--- src/rtl/bcd_convert_seq.sv ---
// -----------------------------------------------------------------------------
// bcd_convert_seq
//   Sequential binary-to-BCD converter (shift-and-add-3, one bit per clock).
//   Sits behind the timer state register and feeds packed BCD digits to the
//   7-segment display driver. The published result only changes on the DONE
//   edge, so the display never sees intermediate scratch values.
//
//   Parameters
//     WIDTH   binary input width (timer register width)
//     DIGITS  BCD digits produced; 10**DIGITS must exceed 2**WIDTH-1
//
//   Ports
//     clk        in   rising-edge clock
//     rst        in   asynchronous, active-high reset
//     i_start    in   conversion request, accepted only while o_busy=0
//     i_bin_in   in   binary value, sampled on an accepted start
//     o_busy     out  high while a conversion is in progress (SHIFT, DONE)
//     o_done     out  one-cycle pulse: o_bcd_out has just been updated
//     o_bcd_out  out  packed BCD, digit 0 (units) in [3:0]
//     o_blank    out  leading-zero mask, 1 = digit blank (BCD_BLANK_EN only)
//
//   Build option
//     BCD_BLANK_EN  when defined, adds o_blank, registered with o_bcd_out.
//                   blank[i]=1 iff digit i and all higher digits are 0 (i>=1);
//                   blank[0] is always 0 so the value 0 still shows one "0".
// -----------------------------------------------------------------------------
module bcd_convert_seq #(
   parameter int WIDTH  = 25,
   parameter int DIGITS = 8
) (
   input  logic                  clk,
   input  logic                  rst,
   input  logic                  i_start,
   input  logic [WIDTH-1:0]      i_bin_in,
   output logic                  o_busy,
   output logic                  o_done,
   output logic [4*DIGITS-1:0]   o_bcd_out
`ifdef BCD_BLANK_EN
   ,
   output logic [DIGITS-1:0]     o_blank
`endif
);

   localparam int CW = $clog2(WIDTH + 1);
   localparam int BW = 4 * DIGITS;

   typedef enum logic [1:0] {
      S_IDLE  = 2'd0,
      S_SHIFT = 2'd1,
      S_DONE  = 2'd2
   } state_t;

   state_t              r_state;
   state_t              w_next;
   logic [WIDTH-1:0]    r_shreg;
   logic [BW-1:0]       r_scratch;
   logic [BW-1:0]       w_adj;
   logic [BW+WIDTH-1:0] w_shifted;
   logic [CW-1:0]       r_count;
   logic [BW-1:0]       r_bcd;
   logic                r_done;

   // ---------------------------------------------------------------------------
   // FSM: state register
   // ---------------------------------------------------------------------------
   // NOTE: clocked state uses non-blocking (<=) so every register samples the
   // pre-edge values of the others, independent of block ordering.
   always_ff @(posedge clk or posedge rst) begin
      if (rst) r_state <= S_IDLE;
      else     r_state <= w_next;
   end

   // ---------------------------------------------------------------------------
   // FSM: next state
   // ---------------------------------------------------------------------------
   // NOTE: every always_comb output gets a default before the case, so no path
   // leaves it unassigned and no latch is inferred.
   always_comb begin
      w_next = r_state;
      case (r_state)
         S_IDLE:  if (i_start) w_next = S_SHIFT;
         // r_count counts remaining shifts; the edge that performs the last one
         // also moves to DONE.
         S_SHIFT: if (r_count == CW'(1)) w_next = S_DONE;
         S_DONE:  w_next = S_IDLE;
         default: w_next = S_IDLE;
      endcase
   end

   // ---------------------------------------------------------------------------
   // Add-3 correction: any digit >= 5 would become >= 10 after the doubling
   // shift, so it is pre-biased by 3 to carry correctly into the next digit.
   // ---------------------------------------------------------------------------
   always_comb begin
      w_adj = r_scratch;
      for (int d = 0; d < DIGITS; d++) begin
         if (r_scratch[4*d +: 4] >= 4'd5)
            w_adj[4*d +: 4] = r_scratch[4*d +: 4] + 4'd3;
      end
   end

   // {scratch, shreg} moves left as one register: the MSB of the latched binary
   // value enters the LSB of digit 0.
   assign w_shifted = {w_adj, r_shreg} << 1;

   // ---------------------------------------------------------------------------
   // Datapath
   // ---------------------------------------------------------------------------
   always_ff @(posedge clk or posedge rst) begin
      if (rst) begin
         r_shreg   <= '0;
         r_scratch <= '0;
         r_count   <= '0;
         r_bcd     <= '0;
         r_done    <= 1'b0;
      end else begin
         r_done <= (r_state == S_DONE);
         case (r_state)
            S_IDLE: begin
               if (i_start) begin
                  r_shreg   <= i_bin_in;
                  r_scratch <= '0;
                  r_count   <= CW'(WIDTH);
               end
            end
            S_SHIFT: begin
               r_scratch <= w_shifted[BW+WIDTH-1:WIDTH];
               r_shreg   <= w_shifted[WIDTH-1:0];
               r_count   <= r_count - CW'(1);
            end
            S_DONE:  r_bcd <= r_scratch;
            default: ;
         endcase
      end
   end

`ifdef BCD_BLANK_EN
   // ---------------------------------------------------------------------------
   // Leading-zero blanking, registered together with the result
   // ---------------------------------------------------------------------------
   logic [DIGITS-1:0] w_blank;
   logic [DIGITS-1:0] r_blank;

   always_comb begin
      logic v_zero_above;
      w_blank      = '0;
      v_zero_above = 1'b1;
      // Walk down from the top digit; stop short of digit 0 so it never blanks.
      for (int i = DIGITS - 1; i >= 1; i--) begin
         v_zero_above = v_zero_above & (r_scratch[4*i +: 4] == 4'd0);
         w_blank[i]   = v_zero_above;
      end
   end

   always_ff @(posedge clk or posedge rst) begin
      if (rst)                    r_blank <= '0;
      else if (r_state == S_DONE) r_blank <= w_blank;
   end

   assign o_blank = r_blank;
`endif

   assign o_busy    = (r_state != S_IDLE);
   assign o_done    = r_done;
   assign o_bcd_out = r_bcd;

endmodule
--- config.mk ---
export PLATFORM = sky130hd
export DESIGN_NAME = bcd_convert_seq
export DESIGN_NICKNAME = d
export VERILOG_FILES = /design/src/rtl/bcd_convert_seq.sv
export SDC_FILE = /design/constraint.sdc
export NUM_CORES = 1
export LEC_CHECK = 0
export BUFFER_PORTS_ARGS = -buffer_cell sky130_fd_sc_hd__buf_2
export CAP_MARGIN = 20
export CORE_ASPECT_RATIO = 0.8
export CORE_UTILIZATION = 40
export DETAILED_ROUTE_END_ITERATION = 8
export GPL_TIMING_DRIVEN = 0
export SETUP_SLACK_MARGIN = 0.1
export SLEW_MARGIN = 10
export SYNTH_ARGS = -nofsm -noshare
export SYNTH_HDL_FRONTEND = slang
export SYNTH_SLANG_ARGS = --single-unit
--- constraint.sdc ---
create_clock -name clk -period 2.9 [get_ports clk]
set_clock_uncertainty 0.05 [all_clocks]
set_input_delay 0.145 -clock clk [delete_from_list [all_inputs] [get_ports clk]]
set_output_delay 0.145 -clock clk [all_outputs]
set_load 0.005 [all_outputs]
[Word-level counts from Yosys, hierarchy flattened]
Index checks and enable logic that the tools add are counted.
Storage, ports and cells
  bits in registers: 97
  output and inout port bits: 34
  logic and storage cells: 50
Cells by class
  add/sub/neg operators: 9
  order comparisons: 8
  equal/unequal tests: 5
  mux-type cells: 17
  reduce and logical (&&, ||, !) cells: 5
Operators with widths (number)
  $pmux W32 S2: 1
  $pmux W25 S2: 1
  $ge A4 B3 Y1 const B: 8
  $mux W32: 1
  $add A4 B2 Y4 const B: 7
  $mux W4: 7
  $mux W25: 1
  $pmux W5 S2: 1
  $eq A5 B1 Y1 const B: 1
  $mux W5: 1
  $sub A5 B1 Y5 const B: 1
  $mux W2: 2
  $ne A2 B2 Y1 const B: 2
  $pmux W2 S2: 1
  $reduce_and A2 Y1: 2
  $reduce_bool A2 Y1: 2
  $add A3 B2 Y3 const B: 1
  $mux W3: 1
  $eq A2 B1 Y1 const B: 1
  $eq A2 B2 Y1 const B: 1
  $logic_not A2 Y1: 1

[Logic depth before layout (Yosys ltp)]
Gate-level depths: netlist of the first run.
  word-level depth: 3
  depth in mapped cells: 6
  mapped depth without buffers: 6

[Worst setup path before layout of the first run]
Ideal clock, no wire load.
  path kind: register to register
  start point: register r_scratch[4]
  end point: register r_scratch[6]
  arrival time: 1.280 ns
  data required time: 2.729 ns
  slack: 1.449 ns
  cell stages (with the launch flop): 7
  path buffers: 0
  period minus slack after synthesis: 1.451 ns
  cells stage by stage: dfrtp_1 -> inv_1 -> ha_1 -> nand2b_1 -> a21oi_1 -> mux2i_1 -> a22o_1
Between the ends
  longest elaborated chain between the ends: 3
  elaborated cells on any way between the ends: 4
Ends and longest elaborated chain
  from (decl): line 56  | logic [BW-1:0] r_scratch;
  from (signal assigned): line 127  | r_scratch <= w_shifted[BW+WIDTH-1:WIDTH];
  $add A4 B2 Y4 or $ge A4 B3 Y1 (tied branches): line 98, 97
  $mux W4 *: line 97  | if (r_scratch[4*d +: 4] >= 4'd5)
  $pmux W32 S2 *: line 118  | case (r_state)
Every way passes the cells marked *; elsewhere a longest branch is shown, timed or not.
A chain may end at the register's enable or synchronous reset.

[Final worst setup path of the first run]
  start point: register r_state[1]
  end point: output o_busy
Between the ends
  longest elaborated chain between the ends: 1
Ends and longest elaborated chain
  from (decl): line 53  | state_t r_state;
  from (signal assigned): line 70  | else r_state <= w_next;
  $reduce_bool A2 Y1: line 163  | assign o_busy = (r_state != S_IDLE);
  to (decl): line 35  | output logic o_busy,
No other way between the ends.

==> summary.txt, run 1 <==
status: completed
number of max-cap violations: 0
Filler Cell Count: 1024
Placed Cells: 631
slowest stage cell, crit path: dfrtp_1
fin area: 0.00544 sq mm
global route overflow: 0
post-placement cell area: 0.00512 sq mm
Iteration-0 DRC Markers: 229
input/output buffers: 60
Via Count: 3465
antenna violations before repair: 0
Clk Tree Root Cell: clkbuf_16
largest family of logic cells by synthesized area: compound AO/OA/AOI/OAI gates
Synth Instances: 426
length of the first detailed-routing pass in iterations: 4
Yosys top cell area share: 52.6%
count leader, synth: dfrtp_1
GP Congestion: 0.804
Post-Synthesis Net Count: 472
Hold Crit Class: input port to register
critical path buffer and inverter count: 3
Hold Fails Final Rpt: 0
post-route setup slack: 1.06 ns
setup TNS: 0 ns
Most used DFF post-synth: dfrtp_1
clock tree buffer depth: 2
die area: 0.0120 sq mm
Setup violations, final: 0
clock sinks: 97
core footprint: 0.0111 sq mm
crit-path cells: buf_2 -> clkbuf_1 -> or2_2 -> buf_2
ANT cells: 0
post-route DRC violation count: 0
Period minus WS final: 1.84 ns
Post-Synth Adder-Cell Area: 4.88%
Yosys reg bits: 97
post-synthesis compound-gate area fraction: 20.9%
mux cell area share after synthesis: 5.64%
post-synth top area cell: dfrtp_1
PwrDens: 1080 mW/mm^2
P_leak: 2.61 nW
synth warn: 0
synth cell count leaders: dfrtp_1, a21oi_1, o21ai_1
Skew-Pair Late Insertion Delay: 0.34 ns
Crit Path Category: register to primary output
postcts setup bufs: 0
Total Nets Final: 546
largest net degree at the start of global routing: 59
sequential area share after synthesis: 52.6%
number of flops mapped to enable cells by yosys: 0
post-route ant nets: 0
Worst VDD drop: 346 uV
simple-gate share of the synthesized area: 8.81%
Area growth syn-to-layout: 17.9%
Synth cell types: 36
fraction of layout cells with a size suffix above 1: 21.2%
Worst slew margin: 63.6%
mapped cell area: 0.00461 sq mm
nature of the critical path endpoint: primary output
GRT Util Overall: 18.6%
post-CTS sizing: 0
FF+latch area: 0.00243 sq mm
XOR/XNOR Fraction of Synth Area: 2.28%
Worst Path Required: 2.71 ns
first-pass GRT wire length: 17100 microns
CTS tree: yes
Die W: 122 microns
CP max FO: 10
H-tree levels: 3
RSZ-0062 raised after global routing: false
worst slew pin tran: 0.546 ns
period utilization: 63.6%
# IOs: 62
crit path DAT: 1.65 ns
WL final: 10300 microns
total CTS buffers: 9
# rows: 34
startpoint types: register
fmax: 0.542 GHz
asr flop ratio synth: 100%
area of the multi-input gates: 0.00196 sq mm
vias per cell: 5.35
Worst path top cell family by delay: buffers and inverters
clock slew at reported path FFs: 0.07 ns
max-slew violation count: 0
synth top area cells: dfrtp_1, ha_1, a21oi_1, a22oi_1, nor2b_1
crit-path most repeated cell: buf_2
number of global-route vias before repair: 3299
Max stage delay on crit path: 0.41 ns
initial core utilization: 41.7%
dpl hpwl: 7110 microns
Die Ht: 98.1 microns
Wirelength per Cell: 15.9 microns
pre-CTS setup slack: 1.26 ns
mean area per synthesized cell: 10.8 sq um
Non-Filler Instances: 648
## where the power goes
| group | leakage, nW | switching [mW] | internal, mW |
|---|---|---|---|
| registers | 1.27 | 0.404 | 1.90 |
| clock network | 0.144 | 0.508 | 0.686 |
| logic | 1.19 | 1.26 | 1.10 |
| total | 2.61 | 2.17 | 3.68 |
## state kept, by name, summed over array words and instances (netlist names)
signal	flops
o_bcd_out	32
o_done	1
r_count	5
r_scratch	32
r_shreg	25
r_state	2
## metrics by stage
step | hold WS, ns | utilization [%] | total power [mW]
floorplan | 0.228 | - | 3.97
detailed placement | 0.201 | 46.3 | 4.67
finish | 0.0178 | 49.2 | 5.85
global placement | 0.327 | 46.1 | 4.59
global route | 0.0177 | 49.2 | 6.29
CTS | 0.00693 | 49.2 | 5.89
## worst paths after layout
check | from | end | slack (ns) | cells after the start
min reg2reg | o_bcd_out[13] | o_bcd_out[13] | 0.42 | 2
max reg2reg | r_scratch[4] | r_scratch[6] | 1.23 | 6
max | r_state[1] | o_busy | 1.06 | 4
min in group asynchronous | rst | r_shreg[15] | 0.36 | 3
max in group asynchronous | rst | o_bcd_out[3] | 1.77 | 4
min | i_bin_in[13] | r_shreg[13] | 0.02 | 3
## worst reg2reg max path: stages, from the launching register on
cell and delay [ns]:
dfrtp_1 0.39, inv_1 0.16, ha_1 0.22, nand2b_1 0.06, a21oi_1 0.34, mux2i_1 0.13, a22o_1 0.20
## cells by family (layout without fill, tap and decap cells)
family,Yosys count,after routing
flip-flops,97,97
multiplexers,24,24
buffers and inverters,48,126
XOR/XNOR,12,12
adder cells (fa/ha/maj),18,18
AND/OR/NAND/NOR,71,71
AO/OA/AOI/OAI,156,156
## cell type report
cell class / count / area share, %
Sequential cell: 97 / 44.6
Multi-Input combinational cell: 281 / 36.0
Timing Repair Buffer: 63 / 6.40
Clock buffer: 10 / 4.39
Tap cell: 144 / 3.31
Buffer: 28 / 2.76
Inverter: 20 / 1.43
Clock inverter: 5 / 1.04
## per-layer routing
metal  vias up  GRT usage, %  part of all wire (%)
met3        11          4.15                   4.0
met1      1708          27.2                    50
met5         -             0                     0
li1       1674             -                     -
met2        72          27.5                    45
met4         0          5.25                   1.2
## cells in the final DEF (no fill, tap or decap), types with 11 or more instances in the layout
master,instances
dfrtp_1,97
a22oi_1,23
nand2_1,20
inv_1,19
buf_2,75
nor2b_1,24
o21ai_1,30
o21ai_0,21
a21oi_1,38
o22ai_1,16
ha_1,18
nand2b_1,11
## what timing repair did
item | 4_1_cts | 5_1_grt
endpoints found under the setup margin | 0 | 0
hold buffers | 2 | 0
endpoints found under the hold margin | 40 | 0
No activity file was read; power rests on OpenSTA's default activity.
==> run 2: changes to the inputs <==
--- a/config.mk
+++ b/config.mk
@@ -5,6 +5,7 @@
 export SDC_FILE = /design/constraint.sdc
 export NUM_CORES = 1
 export LEC_CHECK = 0
+export ABC_AREA = 1
 export BUFFER_PORTS_ARGS = -buffer_cell sky130_fd_sc_hd__buf_2
 export CAP_MARGIN = 20
 export CORE_ASPECT_RATIO = 0.8
==> constraint.sdc (replaced) <==
create_clock -name clk -period 1.74 [get_ports clk]
set_clock_uncertainty 0.05 [all_clocks]
set_input_delay 0.087 -clock clk [delete_from_list [all_inputs] [get_ports clk]]
set_output_delay 0.087 -clock clk [all_outputs]
set_load 0.005 [all_outputs]
==> summary.txt, run 2 <==
status: completed
largest net degree at the start of global routing: 31 (-47%)
mapped cell area: 0.00467 sq mm (+1.2%)
Total Nets Final: 713 (+31%)
input/output buffers: 61 (+1.7%)
Synth cell types: 21 (-42%)
Post-Synthesis Net Count: 613 (+30%)
worst slew pin tran: 0.503 ns (-0.0434 ns)
number of flops mapped to enable cells by yosys: 0 (unchanged)
P_leak: 2.95 nW (+13%)
Filler Cell Count: 1040 (+1.6%)
clock tree buffer depth: 2 (unchanged)
first-pass GRT wire length: 18800 microns (+9.8%)
antenna violations before repair: 0 (unchanged)
post-route DRC violation count: 0 (unchanged)
Hold Fails Final Rpt: 0 (unchanged)
period utilization: 80.4%
wire length on met2: 5290 microns (+13%)
fmax: 0.715 GHz
post-CTS sizing: 0 (unchanged)
fraction of layout cells with a size suffix above 1: 15.5% (-5.8 points)
sw frac: 40.7% (+3.7 points)
H-tree levels: 3 (unchanged)
Clk Tree Root Cell: clkbuf_16
CP max FO: 10 (unchanged)
initial core utilization: 42.1% (+0.36 points)
Period minus WS final: 1.40 ns
synth warn: 0 (unchanged)
count leader, synth: nand2_1
# IOs: 62 (unchanged)
pre-CTS setup slack: 0.336 ns (-0.925 ns)
mean area per synthesized cell: 8.24 sq um (-24%)
met1 wire length: 5330 microns (+4.3%)
post-route ant nets: 0 (unchanged)
met3 WL post-DR: 393 microns (-4.8%)
Wirelength per Cell: 13.7 microns (-14%)
ANT cells: 0 (unchanged)
Yosys top cell area share: 52.0% (-0.65 points)
RSZ-0062 raised after global routing: false
FF+latch area: 0.00243 sq mm (unchanged)
Synth Instances: 567 (+33%)
nature of the critical path endpoint: register
Hold Crit Class: input port to register
PwrDens: 1720 mW/mm^2 (+60%)
global route overflow: 0 (unchanged)
GRT Util Overall: 19.9% (+1.3 points)
Final Core Density: 51.8% (+2.6 points)
Area growth syn-to-layout: 23.0%
startpoint types: register
max-slew violation count: 0 (unchanged)
Non-Filler Instances: 816 (+26%)
Setup violations, final: 0 (unchanged)
Skew-Pair Late Insertion Delay: 0.34 ns (about the same)
Worst Path Required: 1.89 ns (-0.82 ns)
WL final: 11200 microns (+8.6%)
Combinational Power Share: 42.4% (+2.1 points)
CTS tree: yes
most frequent cells in the layout: nand2_1, dfrtp_1, o21ai_0
total CTS buffers: 9 (unchanged)
clock sinks: 97 (unchanged)
vias per cell: 5.03 (-6.0%)
area of the multi-input gates: 0.00189 sq mm (-3.6%)
Iteration-0 DRC Markers: 227 (-0.87%)
Crit Path Category: register to register
crit path DAT: 1.55 ns (-0.10 ns)
number of max-cap violations: 0 (unchanged)
Worst VDD drop: 575 uV (+66%)
number of global-route vias before repair: 3944 (+20%)
dpl hpwl: 7710 microns (+8.6%)
synth cell count leaders: nand2_1, dfrtp_1, o21ai_0
Clk pwr share: 18.8% (-1.6 points)
cell-internal power: 5.87 mW (+59%)
max layer used: met4
Placed Cells: 775 (+23%)
die area: 0.0121 sq mm (+1.2%)
GP Congestion: 0.838 (+4.2%)
Die W: 123 microns (+0.61%)
clock slew at reported path FFs: 0.07 ns (about the same)
sequential area share after synthesis: 52.0% (-0.65 points)
most common cell after layout, fill and taps aside: nand2_1
synth top area cells: dfrtp_1, nand2_1, o21ai_0, ha_1, nand3_1
Yosys reg bits: 97 (unchanged)
# rows: 34 (unchanged)
Psw: 4.03 mW (+86%)
core footprint: 0.0111 sq mm (+0.38%)
length of the first detailed-routing pass in iterations: 4 (unchanged)
Via Count: 4102 (+18%)
Reg power frac: 38.8% (-0.5 points)
post-route setup slack: 0.341 ns (-0.715 ns)
final hold slack: 0.0406 ns (+0.0228 ns)
setup TNS: 0 ns (unchanged)
Die Ht: 98.7 microns (+0.61%)
post-synth top area cell: dfrtp_1
Worst slew margin: 66.4% (+2.8 points)
Most used DFF post-synth: dfrtp_1
asr flop ratio synth: 100% (unchanged)
[run 2: area by class of cell]
type / count / area share [%]
Timing Repair Buffer: 89 / 10.7
Clock buffer: 14 / 4.59
Sequential cell: 97 / 42.2
Clock inverter: 2 / 0.218
Multi-Input combinational cell: 391 / 32.9
Inverter: 57 / 3.79
Buffer: 22 / 2.42
Tap cell: 144 / 3.14
[run 2: final timing paths]
path | startpoint | end | slack [ns] | depth (start not counted)
setup / recovery | r_state[1] | o_bcd_out[1] | 0.34 | 5
setup reg to reg | r_state[1] | o_bcd_out[1] | 0.34 | 5
min in group asynchronous | rst | o_bcd_out[7] | 0.27 | 3
hold / removal | i_bin_in[24] | r_shreg[24] | 0.04 | 3
hold reg to reg | r_scratch[29] | r_scratch[29] | 0.43 | 2
max in group asynchronous | rst | o_bcd_out[22] | 0.65 | 5
[run 2: per-stage QoR]
stage / power, mW / cell area [sq um]
6_report: 9.90 / 5750
5_1_grt: 10.9 / 5750
4_1_cts: 9.95 / 5750
3_5_place_dp: 8.01 / 5220
3_3_place_gp: 7.81 / 5160
2_1_floorplan: 6.78 / 4670
[run 2: cells by family after synthesis]
family          share of synthesized area (%)
fa+ha+maj                                4.82
simple gates                             23.4
compound gates                           12.2
flops                                    52.0
buf+inv                                  7.55
[run 2: routing by layer]
| metal | vias up | global-route usage (%) |
|---|---|---|
| met1 | 1961 | 26.7 |
| met5 | - | 0 |
| met3 | 21 | 4.11 |
| met2 | 72 | 31.5 |
| met4 | 0 | 7.41 |
| li1 | 2048 | - |
[run 2: critical path: stages (launching register included)]
cell	delay [ns]
dfrtp_1	0.37
inv_2	0.08
nor2_2	0.05
inv_2	0.16
clkbuf_1	0.39
o21ai_0	0.16
[run 2: timing repair]
| item | 4_1_cts | 5_1_grt |
|---|---|---|
| hold endpoints to repair | 44 | 0 |
| hold buffers | 25 | 0 |
| endpoints found under the setup margin | 0 | 0 |
| buffers inserted | 0 | 0 |
[run 2: power groups by stage]
stage / Combinational [mW] / Clock [mW] / Sequential (mW)
6_report: 4.20 / 1.86 / 3.84
5_1_grt: 4.89 / 2.00 / 3.97
4_1_cts: 4.21 / 1.91 / 3.83
3_5_place_dp: 4.15 / 0 / 3.86
3_3_place_gp: 3.97 / 0 / 3.84
2_1_floorplan: 3.03 / 0 / 3.75
==> run 3: changes to the inputs <==
==> constraint.sdc (replaced) <==
create_clock -name clk -period 1.45 [get_ports clk]
set_clock_uncertainty 0.05 [all_clocks]
set_input_delay 0.0725 -clock clk [delete_from_list [all_inputs] [get_ports clk]]
set_output_delay 0.0725 -clock clk [all_outputs]
set_load 0.005 [all_outputs]
==> summary.txt, run 3 (synthesis gave the netlist of run 2 again) <==
Worst slew margin: 65.8% (-0.60 points)
global route overflow: 0 (unchanged)
crit path DAT: 1.45 ns (-0.10 ns)
worst hold start: i_bin_in[24]
final hold slack: 0.0112 ns (-0.0294 ns)
CP max FO: 10 (unchanged)
startpoint types: register
GP Congestion: 0.838 (unchanged)
WL final: 11500 microns (+2.9%)
Setup violations, final: 0 (unchanged)
status: completed
Worst Path Required: 1.61 ns (-0.28 ns)
number of max-cap violations: 0 (unchanged)
Reg-to-Reg End: r_scratch[19]
Final Core Density: 53.5% (+1.8 points)
max-slew violation count: 0 (unchanged)
Worst Hold End: r_shreg[24]
Hold Fails Final Rpt: 0 (unchanged)
largest net degree at the start of global routing: 31 (unchanged)
RR Startpoint: r_state[1]
input/output buffers: 61 (unchanged)
fraction of layout cells with a size suffix above 1: 23.1% (+7.7 points)
sw frac: 40.9% (+0.22 points)
pre-CTS setup slack: 0.0463 ns (-0.290 ns)
Total Nets Final: 724 (+1.5%)
fmax: 0.775 GHz (+8.4%)
Non-Filler Instances: 827 (+1.3%)
length of the first detailed-routing pass in iterations: 4 (unchanged)
CTS tree: yes
Reg2Reg Depth: 5 (unchanged)
clock sinks: 97 (unchanged)
cell-internal power: 7.35 mW (+25%)
# rows: 34 (unchanged)
die area: 0.0121 sq mm (unchanged)
Psw: 5.10 mW (+26%)
Skew-Pair Late Insertion Delay: 0.34 ns (about the same)
Final Power: 12.5 mW (+26%)
Area growth syn-to-layout: 27.3%
Worst VDD drop: 730 uV (+27%)
PwrDens: 2090 mW/mm^2 (+22%)
period utilization: 89.0% (+8.6 points)
post-route ant nets: 0 (unchanged)
first-pass GRT wire length: 18800 microns (+0.11%)
P_leak: 3.03 nW (+2.6%)
ANT cells: 0 (unchanged)
worst slew pin tran: 0.512 ns (+0.00893 ns)
RSZ-0062 raised after global routing: true
core footprint: 0.0111 sq mm (unchanged)
total CTS buffers: 9 (unchanged)
Via Count: 4166 (+1.6%)
Combinational Power Share: 44.7% (+2.3 points)
dpl hpwl: 7710 microns (unchanged)
vias per cell: 5.04 (+0.21%)
initial core utilization: 42.1% (unchanged)
post-placement cell area: 0.00522 sq mm (unchanged)
Die W: 123 microns (unchanged)
number of global-route vias before repair: 3944 (unchanged)
Reg power frac: 37.4% (-1.4 points)
Clk pwr share: 17.9% (-0.9 points)
Filler Cell Count: 1023 (-1.6%)
post-route DRC violation count: 0 (unchanged)
Hold Crit Depth: 3 (unchanged)
nature of the critical path endpoint: register
clock slew at reported path FFs: 0.06 ns (about the same)
H-tree levels: 3 (unchanged)
Placed Cells: 775 (unchanged)
setup TNS: 0 ns (unchanged)
Clk Tree Root Cell: clkbuf_16
Die Ht: 98.7 microns (unchanged)
clock tree buffer depth: 2 (unchanged)
Wirelength per Cell: 14.0 microns (+1.5%)
setup slack, reg-to-reg: 0.16 ns (-0.18 ns)
Crit Path Category: register to register
most common cell after layout, fill and taps aside: nand2_1
most frequent cells in the layout: nand2_1, dfrtp_1, o21ai_0
GRT Util Overall: 19.9% (+0.025 points)
Hold Crit Class: input port to register
antenna violations before repair: 0 (unchanged)
Period minus WS final: 1.29 ns (-0.109 ns)
# IOs: 62 (unchanged)
post-route setup slack: 0.159 ns (-0.181 ns)
Iteration-0 DRC Markers: 275 (+21%)
fin area: 0.00594 sq mm (+3.4%)
## run 3: changes by cell type in the layout (fill, tap and decap cells not counted), sizes merged
cell / delta
buf: +8
clkbuf: +3
## run 3: critical path, stage by stage (launching register included)
cell,delay [ns]
dfrtp_1,0.37
inv_2,0.09
nand2_2,0.11
nand2_4,0.12
buf_2,0.29
o21ai_0,0.14
## run 3: per-layer routing
metal,vias to the layer above,routed length (microns),GRT usage (%)
met5,-,0,0
met4,0,159,7.41
met3,14,457,4.11
met2,79,5610,31.6
met1,1990,5310,26.7
li1,2083,-,-
## run 3: how the worst max path moves through the flow
stage	startpoint	to	cells after the start
after CTS	r_scratch[0]	r_scratch[4]	7
after global routing	r_state[0]	r_shreg[12]	6
after floorplan	rst	o_bcd_out[0]	1
after detailed placement	r_state[1]	o_bcd_out[1]	5
after global placement	rst	r_shreg[6]	2
final	r_state[1]	r_scratch[19]	5
## run 3: timing repair
action,CTS,global route
endpoints found under the hold margin,44,0
setup buffers,1,10
hold buffers,25,0
pin swaps,0,6
resized for setup,3,50
setup endpoints to repair,20,43
## run 3: final cells by class
class,count,area (sq um),share of cell area (%)
Clock buffer,14,264,4.44
Inverter,57,218,3.66
Buffer,22,156,2.63
Multi-Input combinational cell,391,1990,33.4
Clock inverter,2,12.5,0.210
Timing Repair Buffer,100,698,11.7
Sequential cell,97,2430,40.8
Tap cell,144,180,3.03
## run 3: power by group through the flow
stage / sequential (mW) / clock, mW / combinational [mW]
final: 4.65 / 2.23 / 5.57
after global routing: 4.79 / 2.40 / 6.42
after CTS: 4.59 / 2.29 / 5.07
after detailed placement: 4.64 / 0 / 4.98
after global placement: 4.60 / 0 / 4.77
after floorplan: 4.50 / 0 / 3.63
